**config.mk**
```make
export PLATFORM = sky130hd
export DESIGN_NAME = adder_share_arbiter_flat
export DESIGN_NICKNAME = d
export VERILOG_FILES = /design/src/rtl/adder_share_pkg.sv /design/src/rtl/adder_share_arbiter_if.sv /design/src/rtl/han_carlson_adder.sv /design/src/rtl/rr_grant.sv /design/src/rtl/adder_share_arbiter.sv /design/src/flat_wrapper.sv
export SDC_FILE = /design/constraint.sdc
export NUM_CORES = 1
export LEC_CHECK = 0
export BUFFER_PORTS_ARGS = -buffer_cell sky130_fd_sc_hd__buf_4
export CAP_MARGIN = 5
export CORE_UTILIZATION = 32
export CTS_BUF_LIST = sky130_fd_sc_hd__clkbuf_4 sky130_fd_sc_hd__clkbuf_8
export DETAILED_ROUTE_END_ITERATION = 6
export GPL_TIMING_DRIVEN = 1
export PLACE_DENSITY = 0.7
export SETUP_SLACK_MARGIN = 0.2
export SLEW_MARGIN = 20
export SYNTH_ARGS = -nofsm -noshare
export SYNTH_HDL_FRONTEND = slang
export SYNTH_SLANG_ARGS = --single-unit
```
**constraint.sdc**
```tcl
create_clock -name clk -period 5 [get_ports clk]
set_input_delay 0.5 -clock clk [delete_from_list [all_inputs] [get_ports clk]]
set_output_delay 0.5 -clock clk [all_outputs]
set_load 0.02 [all_outputs]
```
**src/rtl/adder_share_pkg.sv**
```systemverilog
// Shared constants for the adder-sharing arbiter: datapath width and the
// one-bit result-buffer state encoding (the encoding is the rsp_valid register).
package adder_share_pkg;
    localparam int   ADD_W    = 16;
    localparam logic ST_EMPTY = 1'b0;
    localparam logic ST_FULL  = 1'b1;
endpackage

```
**src/rtl/adder_share_arbiter_if.sv**
```systemverilog
// Request/response bundle between the client datapaths and the arbiter.
// master = client side, slave = arbiter side.
interface adder_share_arbiter_if #(
    parameter int NREQ = 4,
    parameter int IDW  = 2
);
    import adder_share_pkg::*;

    logic [NREQ-1:0]       req_valid;
    logic [NREQ*ADD_W-1:0] req_a;
    logic [NREQ*ADD_W-1:0] req_b;
    logic [NREQ-1:0]       req_ready;
    logic                  rsp_valid;
    logic                  rsp_ready;
    logic [IDW-1:0]        rsp_id;
    logic [ADD_W-1:0]      rsp_sum;
    logic                  rsp_cout;

    modport master (
        output req_valid, req_a, req_b, rsp_ready,
        input  req_ready, rsp_valid, rsp_id, rsp_sum, rsp_cout
    );

    modport slave (
        input  req_valid, req_a, req_b, rsp_ready,
        output req_ready, rsp_valid, rsp_id, rsp_sum, rsp_cout
    );
endinterface

```
**src/rtl/han_carlson_adder.sv**
```systemverilog
// Unsigned Han-Carlson prefix adder without carry-in: Kogge-Stone prefix over
// the odd bit positions, then one extra level fills in the even positions.
module han_carlson_adder
    import adder_share_pkg::*;
(
    input  logic [ADD_W-1:0] a,
    input  logic [ADD_W-1:0] b,
    output logic [ADD_W-1:0] sum,
    output logic             cout
);
    localparam int LVLS = $clog2(ADD_W);

    logic [ADD_W-1:0] w_g0;
    logic [ADD_W-1:0] w_p0;
    logic [ADD_W-1:0] w_g;
    logic [ADD_W-1:0] w_p;
    logic [ADD_W-1:0] w_gn;
    logic [ADD_W-1:0] w_pn;
    logic [ADD_W-1:0] w_gc;

    // Prefix tree: odd positions reach span [i:0] after LVLS levels.
    always_comb begin
        w_g0 = a & b;
        w_p0 = a ^ b;
        w_g  = w_g0;
        w_p  = w_p0;
        w_gn = w_g0;
        w_pn = w_p0;
        for (int l = 0; l < LVLS; l++) begin
            w_gn = w_g;
            w_pn = w_p;
            for (int i = ((l == 0) ? 1 : (1 << l) + 1); i < ADD_W; i += 2) begin
                w_gn[i] = w_g[i] | (w_p[i] & w_g[i - (1 << l)]);
                w_pn[i] = w_p[i] & w_p[i - (1 << l)];
            end
            w_g = w_gn;
            w_p = w_pn;
        end
    end

    // Final level: each even position merges with its completed odd neighbour.
    always_comb begin
        w_gc    = w_g;
        w_gc[0] = w_g0[0];
        for (int i = 2; i < ADD_W; i += 2) begin
            w_gc[i] = w_g0[i] | (w_p0[i] & w_g[i-1]);
        end
    end

    // Sum bits use the carry into each position, which is the prefix below it.
    always_comb begin
        sum    = w_p0;
        sum[0] = w_p0[0];
        for (int i = 1; i < ADD_W; i++) begin
            sum[i] = w_p0[i] ^ w_gc[i-1];
        end
        cout = w_gc[ADD_W-1];
    end
endmodule

```
**src/rtl/rr_grant.sv**
```systemverilog
// Round-robin grant: first set request found searching circularly from ptr.
module rr_grant #(
    parameter  int NREQ = 4,
    localparam int IDW  = (NREQ > 1) ? $clog2(NREQ) : 1
) (
    input  logic [NREQ-1:0] req,
    input  logic [IDW-1:0]  ptr,
    output logic [NREQ-1:0] gnt,
    output logic [IDW-1:0]  gnt_idx,
    output logic            any
);
    int             w_pos;
    logic [IDW-1:0] w_idx;
    logic           w_hit;

    // Walk the requesters from ptr; only the first hit is recorded.
    always_comb begin
        gnt     = '0;
        gnt_idx = '0;
        any     = 1'b0;
        w_pos   = 0;
        w_idx   = '0;
        w_hit   = 1'b0;
        for (int k = 0; k < NREQ; k++) begin
            w_pos        = int'(ptr) + k;
            w_idx        = IDW'((w_pos >= NREQ) ? (w_pos - NREQ) : w_pos);
            w_hit        = !any && req[w_idx];
            gnt[w_idx]   = gnt[w_idx] | w_hit;
            gnt_idx      = w_hit ? w_idx : gnt_idx;
            any          = any | w_hit;
        end
    end
endmodule

```
**src/rtl/adder_share_arbiter.sv**
```systemverilog
// Shares one Han-Carlson adder among NREQ requesters through a round-robin
// grant and a one-entry result buffer that supports one addition per cycle.
module adder_share_arbiter
    import adder_share_pkg::*;
#(
    parameter int NREQ = 4,
    parameter int IDW  = 2
) (
    input  logic                 clk,
    input  logic                 rst_n,
    adder_share_arbiter_if.slave bus
);
    logic                 r_state;
    logic [IDW-1:0]       r_ptr;
    logic [IDW-1:0]       r_id;
    logic [ADD_W-1:0]     r_op_a;
    logic [ADD_W-1:0]     r_op_b;

    logic                 w_free;
    logic                 w_accept;
    logic [NREQ-1:0]      w_gnt;
    logic [IDW-1:0]       w_gnt_idx;
    logic                 w_any;
    logic [IDW-1:0]       w_ptr_nxt;
    logic [ADD_W-1:0]     w_sel_a;
    logic [ADD_W-1:0]     w_sel_b;
    logic [ADD_W-1:0]     w_sum;
    logic                 w_cout;

    rr_grant #(.NREQ(NREQ)) u_rr_grant (
        .req     (bus.req_valid),
        .ptr     (r_ptr),
        .gnt     (w_gnt),
        .gnt_idx (w_gnt_idx),
        .any     (w_any)
    );

    // rst_n gates the grant so nothing is offered while reset is held.
    assign w_free        = (r_state == ST_EMPTY) || bus.rsp_ready;
    assign w_accept      = w_any && w_free && rst_n;
    assign bus.req_ready = w_accept ? w_gnt : {NREQ{1'b0}};

    assign w_sel_a   = bus.req_a[int'(w_gnt_idx)*ADD_W +: ADD_W];
    assign w_sel_b   = bus.req_b[int'(w_gnt_idx)*ADD_W +: ADD_W];
    assign w_ptr_nxt = (w_gnt_idx == IDW'(NREQ-1)) ? {IDW{1'b0}} : (w_gnt_idx + IDW'(1));

    // Result buffer FSM: accept overrides release, giving back-to-back throughput.
    always_ff @(posedge clk or negedge rst_n) begin
        if (!rst_n) begin
            r_state <= ST_EMPTY;
            r_ptr   <= {IDW{1'b0}};
            r_id    <= {IDW{1'b0}};
            r_op_a  <= {ADD_W{1'b0}};
            r_op_b  <= {ADD_W{1'b0}};
        end else if (w_accept) begin
            r_state <= ST_FULL;
            r_ptr   <= w_ptr_nxt;
            r_id    <= w_gnt_idx;
            r_op_a  <= w_sel_a;
            r_op_b  <= w_sel_b;
        end else if ((r_state == ST_FULL) && bus.rsp_ready) begin
            r_state <= ST_EMPTY;
            r_ptr   <= r_ptr;
            r_id    <= r_id;
            r_op_a  <= r_op_a;
            r_op_b  <= r_op_b;
        end else begin
            r_state <= r_state;
            r_ptr   <= r_ptr;
            r_id    <= r_id;
            r_op_a  <= r_op_a;
            r_op_b  <= r_op_b;
        end
    end

    han_carlson_adder u_adder (
        .a    (r_op_a),
        .b    (r_op_b),
        .sum  (w_sum),
        .cout (w_cout)
    );

    assign bus.rsp_valid = r_state;
    assign bus.rsp_id    = r_id;
    assign bus.rsp_sum   = w_sum;
    assign bus.rsp_cout  = w_cout;
endmodule

```
**src/flat_wrapper.sv**
```systemverilog
// flat-port wrapper written by rule: the top's interface ports become plain ports
module adder_share_arbiter_flat import adder_share_pkg::*;
#(
    parameter int NREQ = 4,
    parameter int IDW  = 2
)
  (clk, rst_n, bus_req_valid, bus_req_a, bus_req_b, bus_rsp_ready, bus_req_ready, bus_rsp_valid, bus_rsp_id, bus_rsp_sum, bus_rsp_cout);
  adder_share_arbiter_if #(.NREQ(NREQ), .IDW(IDW)) bus_i ();
  input  logic clk;
  input  logic rst_n;
  input wire logic [$bits(bus_i.req_valid)-1:0] bus_req_valid;
  input wire logic [$bits(bus_i.req_a)-1:0] bus_req_a;
  input wire logic [$bits(bus_i.req_b)-1:0] bus_req_b;
  input wire logic [$bits(bus_i.rsp_ready)-1:0] bus_rsp_ready;
  output wire logic [$bits(bus_i.req_ready)-1:0] bus_req_ready;
  output wire logic [$bits(bus_i.rsp_valid)-1:0] bus_rsp_valid;
  output wire logic [$bits(bus_i.rsp_id)-1:0] bus_rsp_id;
  output wire logic [$bits(bus_i.rsp_sum)-1:0] bus_rsp_sum;
  output wire logic [$bits(bus_i.rsp_cout)-1:0] bus_rsp_cout;
  assign bus_i.req_valid = bus_req_valid;
  assign bus_i.req_a = bus_req_a;
  assign bus_i.req_b = bus_req_b;
  assign bus_i.rsp_ready = bus_rsp_ready;
  assign bus_req_ready = bus_i.req_ready;
  assign bus_rsp_valid = bus_i.rsp_valid;
  assign bus_rsp_id = bus_i.rsp_id;
  assign bus_rsp_sum = bus_i.rsp_sum;
  assign bus_rsp_cout = bus_i.rsp_cout;
  adder_share_arbiter #(.NREQ(NREQ), .IDW(IDW)) u_core (.clk(clk), .rst_n(rst_n), .bus(bus_i));
endmodule
```
* After elaboration in Yosys (flattened, before gate mapping)
Index checks and enable logic that the tools add are counted.
W data, S select, Z words.
** Storage, ports and cells
- Bits in registers :: 37
- Input port bits :: 135
- Logic and storage cells :: 189
** Cells by class
- $add $sub $neg :: 8
- $lt $le $gt $ge :: 12
- Equal/unequal tests :: 1
- Shift-type cells :: 2
- Muxes and demuxes :: 39
- Bitwise gates (word level) :: 107
- Reduce and logical (&&, ||, !) cells :: 15
** Operator list (count)
- $shiftx A64 B7 Y16 :: 2
- $and A1 B1 Y1 :: 49
- $or A1 B1 Y1 :: 39
- $mux W2 :: 9
- $and A16 B16 Y16 :: 1
- $bmux W1 S2 :: 8
- $xor A16 B16 Y16 :: 1
- $xor A1 B1 Y1 :: 15
- $mux W1 :: 14
- $bwmux W4 :: 3
- $lt A2 B3 Y1 const B :: 4
- $logic_and A1 B1 Y1 :: 10
- $ge A3 B3 Y1 const B :: 3
- $demux W1 S2 :: 4
- $ge A2 B1 Y1 const B :: 4
- $sub A2 B1 Y2 const B :: 4
- $add A2 B2 Y3 const B :: 2
- $and A4 B4 Y4 :: 1
- $mux W4 :: 1
- $add A2 B1 Y3 const B :: 1
- $ge A2 B3 Y1 const B :: 1
- $logic_not A1 Y1 :: 3
- $add A2 B1 Y2 const B :: 1
- $eq A2 B2 Y1 const B :: 1
- other kinds (3) :: 3

* Depth between registers and ports, before layout
Gate-level depths: netlist (run 1).
- Word-level depth :: 20
- Gate-level depth with buffers :: 15
- Gate-level depth less buffers :: 12

* Hierarchy
From an unflattened synthesis (run 1), not the netlist that was laid out.
** Unflattened totals
- Cells, all modules :: 285
- Area total of the unflattened synthesis :: 3726.1 um2
** Modules (own cells, without submodules)
- adder_share_arbiter :: instances 1, cells an instance 128, area an instance 2303.5 um2, seq. area each 925.9 um2
- rr_grant :: instances 1, cells an instance 88, area an instance 767.0 um2, seq. area each 0.0 um2
- han_carlson_adder :: instances 1, cells an instance 69, area an instance 655.6 um2, seq. area each 0.0 um2

* Worst setup path after synthesis (run 1)
Ideal clock, no wire load.
- Kind :: register to output
- From :: register u_core.r_ptr[0]
- To :: output port bus_req_ready[0]
- Arrival :: 3.425 ns
- Path slack :: 1.075 ns
- Stages on the path, launching flop included :: 13
- Path buffers :: 2
- Path through :: dfrtp_1 buf_6 buf_4 inv_1 ha_1 mux4_4 mux2_4 a22oi_1 mux4_2 a31oi_1 mux4_2 o21ai_1 a21oi_1
** On the way
- Longest elaborated chain between the ends :: 20
- Elaborated cells between the ends (all ways) :: 71
** RTL lines
- from (decl) :: line adder_share_arbiter.sv:14 : logic [IDW-1:0] r_ptr;
- from (signal assigned) :: line adder_share_arbiter.sv:51 : r_ptr <= {IDW{1'b0}};
- from (signal assigned) :: line adder_share_arbiter.sv:57 : r_ptr <= w_ptr_nxt;
- from (signal assigned) :: line adder_share_arbiter.sv:63 : r_ptr <= r_ptr;
- $ge A2 B3 Y1 / $sub A2 B1 Y2 (equally long branches) :: line rr_grant.sv:26 : w_idx = IDW'((w_pos >= NREQ) ? (w_pos - NREQ) : w_pos);
- $mux W2 :: line rr_grant.sv:26
- $lt A2 B3 Y1 (not written as such) / $ge A2 B1 Y1 (equally long branches) :: line rr_grant.sv:28 : gnt[w_idx] = gnt[w_idx] | w_hit;
- $logic_and A1 B1 Y1 (not written as such) :: line rr_grant.sv:28
- $mux W1 (not written as such) :: line rr_grant.sv:28
- $demux W1 S2 :: line rr_grant.sv:28
- $and A4 B4 Y4 (no source line)
- $bmux W1 S2 :: line rr_grant.sv:28
- [4 not listed]
- $mux W1 (not written as such) :: line rr_grant.sv:28
- $or A1 B1 Y1 :: line rr_grant.sv:28
- $bwmux W4 :: line rr_grant.sv:28
- $bmux W1 S2 :: line rr_grant.sv:28
- $mux W1 (not written as such) :: line rr_grant.sv:28
- $or A1 B1 Y1 :: line rr_grant.sv:28
- $bwmux W4 :: line rr_grant.sv:28
- $mux W4 (*) :: line adder_share_arbiter.sv:41 : assign bus.req_ready = w_accept ? w_gnt : {NREQ{1'b0}};
- to (decl) :: line flat_wrapper.sv:15 : output wire logic [$bits(bus_i.req_ready)-1:0] bus_req_ready;
Mark *: on every way between the ends. The rest lies on a longest branch, timed or not. The select of a mux whose other input is x is not followed.

* Final worst setup path (run 1)
- From :: register u_core.r_ptr[1]
- To :: output port bus_req_ready[2]
Same word-level chain as after synthesis.

==> results of run 1 <==
## cell families (layout without fill, tap and decap cells)
logic type                 Yosys count  count (layout)  synth area share [%]
xor gates and xnor gates             7               7                 1.768
adders and majority gates           28              28                 11.84
AOI/OAI and AO/OA                  104             104                 16.42
DFF                                 37              37                 26.71
buffers and inverters               43             183                 5.232
and+or+nand+nor                    262             262                 31.40
muxes                               14              14                 6.640
## per-stage QoR
| stage | setup WS, ns | instance area (sq um) | std cells | hold slack [ns] | power (mW) |
|---|---|---|---|---|---|
| 3_5_place_dp | 0.7639 | 4763 | 763 | 0.4764 | 3.779 |
| 4_1_cts | 0.4455 | 4878 | 771 | 0.1855 | 4.052 |
| 6_report | 0.4059 | 4878 | 771 | 0.1621 | 4.022 |
| 2_1_floorplan | 1.075 | 3467 | 495 | 0.2044 | 2.754 |
| 3_3_place_gp | 0.9883 | 4736 | 762 | 0.4674 | 3.626 |
| 5_1_grt | 0.2219 | 4878 | 771 | 0.1902 | 4.467 |
## worst max path at each step
stage                                            from                to  slack [ns]
after floorplan           u_core.r_ptr[0]$_DFFE_PN0P_  bus_req_ready[0]        1.07
after global placement    u_core.r_ptr[1]$_DFFE_PN0P_  bus_req_ready[3]        0.99
after detailed placement  u_core.r_ptr[1]$_DFFE_PN0P_  bus_req_ready[2]        0.76
after CTS                 u_core.r_ptr[1]$_DFFE_PN0P_  bus_req_ready[2]        0.45
after global routing      u_core.r_ptr[1]$_DFFE_PN0P_  bus_req_ready[0]        0.22
final                     u_core.r_ptr[1]$_DFFE_PN0P_  bus_req_ready[2]        0.41
## power groups by stage
stage / combinational [mW] / clock [mW] / sequential (mW)
finish: 3.17 / 0.266 / 0.582
global route: 3.57 / 0.285 / 0.609
CTS: 3.19 / 0.273 / 0.584
detailed placement: 3.19 / 0 / 0.590
global placement: 3.05 / 0 / 0.579
floorplan: 2.20 / 0 / 0.557
## cell usage after synthesis (2+ instances only)
cell and number:
ha_1 20, clkbuf_1 23, a21o_1 3, and2b_1 5, mux2_2 3, inv_1 11
mux2i_1 4, nand2b_1 5, buf_1 4, o21ai_1 4, nand3_1 34, a31o_2 2
or2b_1 2, nand2_1 203, nor2b_1 4, a21oi_1 8, o21ai_0 73, a22oi_1 4
a31oi_1 4, buf_4 3, fa_1 8, dfrtp_1 37, nor2_1 4, xor2_1 7
o31a_1 2, or3_1 2, mux4_2 4
## cells in the final DEF, fill, tap and decap left out, types with 2 or more instances in the layout
cell,instances
nand2_1,203
buf_4,163
o21ai_0,73
dfrtp_1,37
nand3_1,34
ha_1,20
inv_1,10
fa_1,8
a21oi_1,7
xor2_1,7
and2b_1,5
clkbuf_8,5
nor2_1,4
mux2i_1,4
mux4_2,4
nor2b_1,4
a22oi_1,4
a31oi_1,4
o21ai_1,4
nand2b_1,4
mux2_2,3
a21o_1,3
or2b_1,2
or3_1,2
a31o_2,2
## critical path: cells and delay by family (launching register included)
kind / cells / cell delay, ns
mux: 4 / 1.86
compound gates: 4 / 0.63
buf+inv: 2 / 0.30
flops: 1 / 0.52
fa+ha+maj: 1 / 0.48
## state kept, by name, summed over array words and instances, names as in the netlist
name and flops:
u_core.r_ptr 2, u_core.r_op_b 16, u_core.bus.rsp_id 2, u_core.r_op_a 16, u_core.bus.rsp_valid 1
## final cells by class
type | count | area (sq um) | share of cell area [%]
clock buffer | 5 | 68.82 | 1.411
clock inverter | 3 | 46.29 | 0.9490
inverter | 11 | 41.29 | 0.8464
multi-input combinational | 415 | 2375 | 48.68
sequential | 37 | 925.9 | 18.98
tap | 136 | 170.2 | 3.488
timing repair buffer | 164 | 1251 | 25.65
## per-layer routing
layer	wire [um]	vias to the layer above	part of all wire [%]	track usage [%]
li1	-	1927	-	-
met1	4936	1684	47	26.36
met2	4869	149	46	31.42
met3	591	12	5.6	2.698
met4	126	0	1.2	4.762
met5	0	-	0	0
==> results.toml, run 1 <==
[outcome]
status = "finished, final reports clean"

[yosys]
synth-edff-count = 0
synth_top_area_share_pct = 26.71
netlist_instances = 495
syn-num-nets = 658
synthArstFlopShare_pct = 100.0
syn_area_sq_um = 3467
yosys-top-cells-area = "dfrtp_1 27%, nand2_1 22%, o21ai_0 11%"
ys_ff_latch = 37
synth_area_leader_cell = "dfrtp_1"
yosysSeqAreaShare_pct = 26.71
yosysWarnings = 0
synth_area_per_cell_sq_um = 7.004
synth.distinct_cells = 39
synthFlopType = "dfrtp_1"

[power_and_ir_drop]
pwr-share-clk_pct = 6.6
p_seq_share_pct = 14.5
peakVddDrop_v = 0.0003967
p_per_area_nw_per_um2 = 824.5
leakage_nw = 2.558
internal-power_mw = 1.876
p_sw_mw = 2.147
switching_share_pct = 53.36
pwr-share-comb_pct = 78.9

[die]
dieHeight_um = 106.1
dieArea_sq_um = 11260
die-width_um = 106.1
fp-row-count = 37
start_util_pct = 33.29
pin_count = 159
core_sq_um = 10420

[setup_path]
arrival_ns = 4.09
rrSetupSlack_ns = 1.39
r2r_cells = 12
critPathLaunchType = "flip-flop"
criticalPathCategory = "reg2out"
cp_common_cell = "mux4_2"
crit_chain = "inv_1, ha_1, mux4_4, mux2_4, a22oi_1, mux4_2, a31oi_1, mux4_2, o21ai_1, a21oi_1, buf_4"
r2r_start = "u_core.r_ptr[1]$_DFFE_PN0P_"
r2r-end = "u_core.r_op_a[7]$_DFFE_PN0P_"
cp_slowest_cell = "mux4_4"
required_ns = 4.50
cpPeakStageDelay_ns = 0.67
worst_setup_path_end_kind = "output pin"
path_max_fanout = 9

[min_path]
hold_path_class = "in2async"

[timing]
rsz0062_at_grt = "false"
fin_crit_sh_pct = 91.88
period_minus_slack_ns = 4.594
setup_viol = 0
maxSlewHeadroom_pct = 45.06
finalHoldViolations = 0
skew_ns = 0.01045
setup_tns_ns = 0
tightestPinTransition_ns = 0.8228
max_freq_mhz = 217.7
slew_violations = 0

[run]
maxCapViolCount = 0

[clocking]
cts_tree = "done"
cts-resized-gates = 0
clock-sinks = 37
clock_path_buffers = 2
clock_latency_ns = 0.29
root_buffer = "clkbuf_8"
postCtsSetupRepairBufs = 0
cts_made_buffers = 5
ctsHoldBuffers = 0
clk_pin_slew_worst_paths_ns = 0.09
h-tree-depth = 2

[layout]
n_antenna_cell = 0
fill_cells = 1050
utilization_pct = 46.83
fin_nets = 797
drive_gt1_share_pct = 29.61
area_delta_synth_final_pct = 40.71

[routing]
drc = 0
vias = 3772
viasPerCell = 4.892
dr.pass1.iters = 4
drt_iter0_drc = 290
post_drt_wl_per_cell_um = 13.65
wirelength_um = 10520
ant_nets = 0

[placement]
gp_congestion = 0.8334
portBuffers = 158
place_hpwl_um = 8215

[global_routing]
antenna_found_initial = 0
grt_pass1_wl_um = 17290
grt-ovfl-total = 0
grt_start_max_net_pins = 72
first_global_vias = 3702
grtUsageTotal_pct = 19.11
Power figures use the tool's default switching activity.
==> inputs of run 2 (changes only) <==
Settings changed: CTS_CLUSTER_SIZE from default to 16, PLACE_DENSITY 0.7 to 0.69, SYNTH_HIERARCHICAL from default to 1.
==> results.toml, run 2 <==
[power_and_ir_drop]
switching_share_pct = 47.22
p_sw_mw = 2.090
p_seq_share_pct = 13.7
pwr-share-comb_pct = 81.5
internal-power_mw = 2.336
peakVddDrop_v = 0.0004746
power.total_mw = 4.425
leakage_nw = 2.343
pwr-share-clk_pct = 4.9
p_per_area_nw_per_um2 = 870.9

[global_routing]
use_met3_pct = 2.905
first_global_vias = 3245
grt_util_met2_pct = 30.27
grtUsageTotal_pct = 16.78
grt_pass1_wl_um = 15690
grt_start_max_net_pins = 38
grt-ovfl-total = 0
grt_busiest_layer = "met2"
antenna_found_initial = 0
grt_util_met1_pct = 20.65

[yosys]
synthArstFlopShare_pct = 100.0
syn_area_sq_um = 3726
synth.mux.area_fraction_pct = 37.74
synth_fa_ha_area_share_pct = 11.01
yosysMostFrequentCell = "dfrtp_1"
yosysSeqAreaShare_pct = 24.85
yosys-top-cells-area = "dfrtp_1 25%, mux4_2 19%, mux2_4 10%"
synth_xor_area_share_pct = 1.645
syn-num-nets = 448
synth-edff-count = 0
synth.distinct_cells = 55
synth-simple-area-share_pct = 5.406
ys_ff_latch = 37
yosysWarnings = 6
synthFlopType = "dfrtp_1"
synth_area_per_cell_sq_um = 13.07
synth_top_area_share_pct = 24.85
synth_area_leader_cell = "dfrtp_1"
synth_common_cells = "37 x dfrtp_1, 32 x mux4_2, 25 x mux2_4, 20 x ha_1, 15 x mux2_2"
netlist_instances = 285
synth_top_family_by_area = "multiplexers"
synth-compound-area-share_pct = 12.96

[routing]
drc = 0
vias = 3041
viasPerCell = 5.243
ant_nets = 0
drt_iter0_drc = 140
wirelength_um = 10240
post_drt_wl_per_cell_um = 17.66
dr.pass1.iters = 4

[setup_path]
r2r_start = "u_core/r_ptr[0]$_DFFE_PN0P_"
path_buf_inv = 3
worst_setup_path_end_kind = "output pin"
cp_common_cell = "buf_4"
path_max_fanout = 21
cpPeakStageDelay_ns = 0.59
required_ns = 4.50
crit_chain = "buf_4, inv_1, ha_1, mux4_2, mux2_4, a22oi_2, a311oi_1, o31ai_1, o21ai_1, and2_1, buf_4"
criticalPathCategory = "reg2out"
critPathLaunchType = "flip-flop"
arrival_ns = 3.67
crit_family = "multiplexers"
cp-startpoint = "u_core/r_ptr[0]$_DFFE_PN0P_"
cp_slowest_cell = "ha_1"

[clocking]
h-tree-depth = 2
root_buffer = "clkbuf_8"
clock-sinks = 37
cts_tree = "done"
clock_latency_ns = 0.29
clock_path_buffers = 2
cts_made_buffers = 5
clk_pin_slew_worst_paths_ns = 0.09
ctsHoldBuffers = 0
cts-resized-gates = 0
postCtsSetupRepairBufs = 0

[die]
pin_count = 159
die-width_um = 109.9
core_sq_um = 11370
dieHeight_um = 109.9
fp-row-count = 39
start_util_pct = 32.77
dieArea_sq_um = 12080

[run]
maxCapViolCount = 0

[layout]
area_delta_synth_final_pct = 36.37
drive_gt1_share_pct = 59.95
final_cell_mix = "164 x buf_4, 37 x dfrtp_1, 32 x mux4_2"
reg_top3 = "u_core/r_op_a (16), u_core/r_op_b (16)"
final_area_sq_um = 5081
fin_nets = 599
final_cell_count_no_fill = 580
final_common_cell = "buf_4"
n_antenna_cell = 0

[placement]
gp_congestion = 0.8516
place_hpwl_um = 8057
portBuffers = 158
post_dp_cell_area_sq_um = 4995
place_inst = 572

[timing]
skew_ns = 0.01485
finalHoldViolations = 0
max_freq_mhz = 239.8
fin_crit_sh_pct = 83.39
tightestPinTransition_ns = 0.7546
period_minus_slack_ns = 4.169
rsz0062_at_grt = "false"
setup_tns_ns = 0
maxSlewHeadroom_pct = 49.58
slew_violations = 0
setup_viol = 0

[outcome]
status = "finished, final reports clean"

[min_path]
hold_path_class = "in2async"
## run 2: changes by cell type in the layout (fill, tap and decap cells not counted), sizes merged, moves of 5 or more
cell   change
a21oi      +5
mux2      +36
mux4      +31
nand2    -191
nand3     -32
nor2       +6
o21ai     -68
## run 2: per-layer routing
layer	routed length (um)	part of all wire [%]	vias to the layer above
met5	0	0	-
met1	4135	40	1505
met3	624	6.1	8
met4	114	1.1	0
li1	-	-	1426
met2	5368	52	102
## run 2: area by class of cell
cell class | instances | area (sq um)
Clock buffer | 6 | 76.32
Multi-Input combinational cell | 214 | 2606
Tap cell | 143 | 178.9
Sequential cell | 37 | 925.9
Timing Repair Buffer | 164 | 1231
Fill cell | 1069 | 6289
Inverter | 14 | 52.55
Clock inverter | 2 | 10.01
## run 2: worst register-to-register path, stage by stage (launching register included)
cell,delay (ns)
dfrtp_1,0.33
buf_4,0.26
inv_1,0.17
ha_1,0.59
mux4_2,0.43
nor3_1,0.49
nand2_1,0.24
a32oi_4,0.24
buf_4,0.45
mux4_1,0.42
mux2_2,0.28
## run 2: kinds of logic (layout without fill, tap and decap cells)
logic type	after synthesis	in the layout
multiplexers	78	78
AO/OA/AOI/OAI	61	61
AND/OR/NAND/NOR	40	40
flip-flops	37	37
buffers and inverters	34	186
adder cells (fa/ha/maj)	28	28
XOR/XNOR	7	7
## run 2: final timing paths
kind	end	slack, ns	cells after the start
min in group clk	u_core/bus.rsp_valid$_DFFE_PN0P_	0.41	2
setup reg to reg	u_core/r_op_b[15]$_DFFE_PN0P_	0.98	10
max in group asynchronous	u_core/r_op_a[14]$_DFFE_PN0P_	4.31	2
setup / recovery	bus_req_ready[3]	0.83	11
hold reg to reg	u_core/r_op_b[13]$_DFFE_PN0P_	0.51	1
hold / removal	u_core/r_op_a[11]$_DFFE_PN0P_	0.31	2
## run 2: power by group through the flow
stage / sequential (mW) / combinational [mW] / clock [mW]
final: 0.605 / 3.60 / 0.216
after global routing: 0.631 / 3.91 / 0.239
after CTS: 0.608 / 3.63 / 0.231
after detailed placement: 0.612 / 3.62 / 0
after global placement: 0.608 / 3.52 / 0
after floorplan: 0.579 / 2.78 / 0
## run 2: metrics by stage
stage          hold WS [ns]  util [%]  setup slack [ns]
2_1_floorplan        0.2044         -             1.857
6_report             0.3130     44.69            0.8306
3_5_place_dp         0.5054     43.93             1.018
5_1_grt              0.3558     44.69            0.6201
4_1_cts              0.3291     44.69            0.8625
3_3_place_gp         0.4965     43.93             1.175
